**src/rtl/alu_issue_ctrl.sv**
```systemverilog
// Issue controller ahead of the combinational ALU: holds R0-R3, Reg_Y, Reg_R, Reg_Z,
// sequences each register-to-register instruction through LOAD/EXEC/WB and writes back.
module alu_issue_ctrl #(
  parameter int word_size = 8,
  parameter int op_size   = 4,
  parameter int sel_size  = 2
) (
  input  logic                 clk,
  input  logic                 rst,
  input  logic                 instr_valid,
  output logic                 instr_ready,
  input  logic [word_size-1:0] instr,
  input  logic                 ld_en,
  input  logic [sel_size-1:0]  ld_sel,
  input  logic [word_size-1:0] ld_data,
  input  logic [sel_size-1:0]  rd_sel,
  output logic [word_size-1:0] rd_data,
  output logic [word_size-1:0] alu_data_1,
  output logic [word_size-1:0] alu_data_2,
  output logic [op_size-1:0]   alu_sel,
  input  logic [word_size-1:0] alu_out,
  input  logic                 alu_zero_flag,
  output logic                 zero_flag,
  output logic                 done,
  output logic                 err
);

  localparam int num_regs = 1 << sel_size;

  localparam logic [op_size-1:0] OP_NOP = op_size'(0);
  localparam logic [op_size-1:0] OP_ADD = op_size'(1);
  localparam logic [op_size-1:0] OP_SUB = op_size'(2);
  localparam logic [op_size-1:0] OP_AND = op_size'(3);
  localparam logic [op_size-1:0] OP_NOT = op_size'(4);
  localparam logic [op_size-1:0] OP_EQZ = op_size'(9);

  typedef enum logic [1:0] {
    IDLE,
    LOAD,
    EXEC,
    WB
  } state_t;

  state_t state, next_state;

  logic [word_size-1:0] regs [num_regs];
  logic [word_size-1:0] reg_y;
  logic [word_size-1:0] reg_r;
  logic [word_size-1:0] ir;
  logic                 reg_z;
  logic                 done_q;
  logic                 err_q;

  logic [op_size-1:0]  in_op;
  logic [op_size-1:0]  ir_op;
  logic [sel_size-1:0] ir_src;
  logic [sel_size-1:0] ir_dst;

  logic accept;
  logic ld_we;

  assign in_op  = instr[2*sel_size +: op_size];
  assign ir_op  = ir[2*sel_size +: op_size];
  assign ir_src = ir[sel_size +: sel_size];
  assign ir_dst = ir[0 +: sel_size];

  function automatic logic is_alu_op(input logic [op_size-1:0] op);
    return (op == OP_ADD) || (op == OP_SUB) || (op == OP_AND) ||
           (op == OP_NOT) || (op == OP_EQZ);
  endfunction

  function automatic logic is_write_op(input logic [op_size-1:0] op);
    return (op == OP_ADD) || (op == OP_SUB) || (op == OP_AND) || (op == OP_NOT);
  endfunction

  // A load strobe in IDLE takes the cycle; a simultaneous instruction must be held.
  always_comb begin
    instr_ready = (state == IDLE) && !ld_en;
    accept      = instr_ready && instr_valid;
    ld_we       = (state == IDLE) && ld_en;
  end

  always_ff @(posedge clk or posedge rst) begin
    if (rst) state <= IDLE;
    else     state <= next_state;
  end

  always_comb begin
    next_state = state;
    case (state)
      IDLE: if (accept) next_state = is_alu_op(in_op) ? LOAD : WB;
      LOAD: next_state = EXEC;
      EXEC: next_state = WB;
      WB:   next_state = IDLE;
      default: next_state = IDLE;
    endcase
  end

  always_comb begin
    alu_sel    = OP_NOP;
    alu_data_1 = reg_y;
    alu_data_2 = '0;
    if (state == EXEC) begin
      alu_sel    = ir_op;
      alu_data_2 = (ir_op == OP_NOT) ? regs[ir_src] : regs[ir_dst];
    end
  end

  always_ff @(posedge clk or posedge rst) begin
    if (rst) begin
      for (int unsigned i = 0; i < num_regs; i++) regs[i] <= '0;
      reg_y  <= '0;
      reg_r  <= '0;
      ir     <= '0;
      reg_z  <= 1'b0;
      done_q <= 1'b0;
      err_q  <= 1'b0;
    end else begin
      if (ld_we)  regs[ld_sel] <= ld_data;
      if (accept) ir <= instr;
      if (state == LOAD) reg_y <= regs[ir_src];
      if (state == EXEC) begin
        reg_r <= alu_out;
        reg_z <= alu_zero_flag;
      end
      if ((state == WB) && is_write_op(ir_op)) regs[ir_dst] <= reg_r;
      done_q <= (state == WB);
      err_q  <= (state == WB) && !is_alu_op(ir_op) && (ir_op != OP_NOP);
    end
  end

  assign rd_data   = regs[rd_sel];
  assign zero_flag = reg_z;
  assign done      = done_q;
  assign err       = err_q;

endmodule

```
**config.mk**
```make
export PLATFORM = sky130hd
export DESIGN_NAME = alu_issue_ctrl
export DESIGN_NICKNAME = d
export VERILOG_FILES = /design/src/rtl/alu_issue_ctrl.sv
export SDC_FILE = /design/constraint.sdc
export NUM_CORES = 1
export LEC_CHECK = 0
export ABC_AREA = 1
export BUFFER_PORTS_ARGS = -buffer_cell sky130_fd_sc_hd__buf_2
export CORE_ASPECT_RATIO = 0.7
export CORE_MARGIN = 3
export CORE_UTILIZATION = 34
export CTS_CLUSTER_SIZE = 40
export DETAILED_ROUTE_END_ITERATION = 10
export GPL_ROUTABILITY_DRIVEN = 0
export HOLD_SLACK_MARGIN = 0.1
export PLACE_DENSITY = 0.53
export SYNTH_ARGS = -nofsm -noshare
export SYNTH_HDL_FRONTEND = slang
export SYNTH_SLANG_ARGS = --single-unit
```
**constraint.sdc**
```tcl
create_clock -name clk -period 2.55 [get_ports clk]
set_clock_uncertainty 0.2 [all_clocks]
set_input_delay 0.3825 -clock clk [delete_from_list [all_inputs] [get_ports clk]]
set_output_delay 0.3825 -clock clk [all_outputs]
set_load 0.005 [all_outputs]
```
==> impl_results.md <==
- Cells after Synth: 584
- Met2 Usage GRT: 0.295
- Clock network fraction of total power: 0.203
- Critical path endpoint category: primary output
- Ant diodes: 0
- Avg WL per Cell: 15.5 um
- Leading area contributor after synthesis: dfrtp_1
- Busiest grt layer: met1
- Met1 GRT Util: 0.303
- Critical path type: flip-flop to primary output
- Final period util: 0.943
- Post-Route Setup TNS: 0 ps
- Ports: 65
- CTS tree: built
- Switching part of the total: 0.461
- Mean post-synth cell area: 6.69 um^2
- Max transition margin: 0.593
- Status: completed
- H-tree Lvls: 3
- Clock Pin Slew Worst Setup and Hold Paths: 50 ps
- Post-Route WL: 12600 um
- Flops & latches, synth: 61
- Static Leakage: 2.55 nW
- Synth area leaders: dfrtp_1 (39%), nand2_1 (25%), nand3_1 (5.8%)
- Synth cell types: 25
- First-pass GRT wire length: 20000 um
- Hold Crit Class: input pin to flip-flop
- P_int: 0.00337 W
- Hpwl dp: 9530 um
- Global Route met3 Usage: 0.0549
- Setup violators final: 0
- Vias: 4121
- Fmax: 416 MHz
- CP startpoint kind: flip-flop
- Sequential-to-total area share from yosys stat: 0.391
- Footprint of the multi-input gates: 0.00213 mm^2
- Vert. Die Dim: 95.7 um
- RSZ-0062 raised after global routing: no
- Pwr/cell area: 1300 mW/mm^2
- Worst-Margin Slew: 610 ps
- Setup Slack @ Placement: 364 ps
- CP arrival: 1820 ps
- Synthesized area: 0.00391 mm^2
- Post-layout min period: 2400 ps
- Net Sw Power: 0.00288 W
- DRC: 0
- Starting density of the core: 0.351
- Tot GR Track Use: 0.203
- Largest net degree at the start of global routing: 37
- Clk root buf: clkbuf_16
- CTS sink cnt: 61
- Die area: 0.0128 mm^2
- 1st-iter DRT viols: 308
- Antenna violations before repair: 0
- Fill count: 1179
- YS warnings: 0
- Vias in the first global route: 3785
- Clk buf depth: 2
- Commonest non-fill, non-tap cells in the layout: nand2_1 (259), buf_2 (64), dfrtp_1 (60)
- Core box area: 0.0111 mm^2
- Vias per inst: 5.08
- Logic pwr share: 0.449
- FF+latch area: 0.00153 mm^2
- Inserted Clock Buffers: 9
- Critical Path Fanout Max: 14
- Worst EP required: 1970 ps
- Yosys top cell area share: 0.391
- Num rows: 32
- Max-slew violations: 0
- Hold Slack: 109 ps
- Layout Nets: 691
- Maxcap violations: 0
- Grt ovf: 0
- Area growth from synthesis to layout: 23.0%
- VDD IR-drop max: 0.490 mV
- Clock latency on the worst-skew pair: 330 ps
- Final hold vios: 0
- Share of layout cells above drive strength 1: 0.175
- 1st-pass router iterations: 4
- Die width: 134 um
- Most common cell after layout, fill and taps aside: nand2_1
- Antenna viol nets, final: 0
- Reg power frac: 0.348
- Port Buffers: 64
- Syn_nets: 622
- Worst setup margin: 147 ps
[Yosys cell counts, drive strengths merged]
master	number
mux2	9
inv	30
a21boi	1
buf	15
nor2	48
dfrtp	61
nand2	263
or2	3
ha	5
nor3	2
o21ai	30
clkbuf	10
nand4	32
a21oi	18
nand3	45
clkinv	4
o22ai	5
a31oi	3
[power groups by stage]
stage	sequential (W)	combinational (W)	clock (W)
CTS	0.00213	0.00280	0.00129
floorplan	0.00181	0.00208	0
global route	0.00223	0.00323	0.00134
finish	0.00218	0.00281	0.00127
global placement	0.00214	0.00272	0
detailed placement	0.00214	0.00277	0
[final timing paths]
| check | startpoint | endpoint | slack [ps] | depth (start not counted) |
|---|---|---|---|---|
| worst max-delay path | ir[1] | alu_data_2[4] | 150 | 7 |
| worst min-delay path | instr[2] | ir[2] | 110 | 3 |
| worst max register to register | state[0] | regs[29] | 470 | 9 |
| worst min register to register | alu_data_1[2] | alu_data_1[2] | 280 | 2 |
| max in group asynchronous | rst | ir[3] | 1060 | 4 |
| min in group asynchronous | rst | zero_flag | 470 | 3 |
[kinds of logic (layout without fill, tap and decap cells)]
kind of cell	after synthesis	count (layout)	share of synthesized area
fa+ha+maj	5	5	0.0160
buf+inv	59	133	0.0647
mux	9	9	0.0259
flops	61	61	0.391
compound gates	57	57	0.0762
simple gates	393	393	0.427
[cell type report]
cell class	instances	share of cell area
Clock buffer	12	0.0555
Multi-Input combinational cell	464	0.443
Inverter	34	0.0273
Clock inverter	4	0.00937
Timing Repair Buffer	83	0.107
Tap cell	153	0.0398
Sequential cell	61	0.318
[metal layers]
metal	part of all wire	vias up
met3	0.087	8
met5	0	-
met2	0.40	157
li1	-	2040
met4	0.0064	0
met1	0.51	1916
[through the flow]
step | std cells | total power (W) | util | cell area, um^2
after floorplan | 584 | 0.00389 | - | 3910
after global placement | 784 | 0.00486 | 0.393 | 4380
after detailed placement | 784 | 0.00492 | 0.393 | 4380
after CTS | 810 | 0.00622 | 0.430 | 4790
after global routing | 811 | 0.00680 | 0.432 | 4810
final | 811 | 0.00625 | 0.432 | 4810
[registers in the layout, indices dropped and copies added (netlist names)]
signal / count
alu_data_1: 8
done: 1
err: 1
ir: 8
reg_r: 8
regs: 32
state: 2
zero_flag: 1
[worst max-delay path: stages, from the launching register on]
cell	delay, ps
dfrtp_1	530
inv_2	120
nor2_4	340
nand2_1	90
nand2_1	80
nor2_1	40
nor2_1	150
buf_2	140
[repair_timing]
| item | in CTS | in global routing |
|---|---|---|
| setup endpoints to repair | 0 | 8 |
| hold endpoints to repair | 34 | 0 |
| hold buffers | 10 | 0 |
| buffers inserted | 0 | 1 |
| gates resized for setup | 0 | 3 |
No activity file was read; power rests on OpenSTA's default activity.
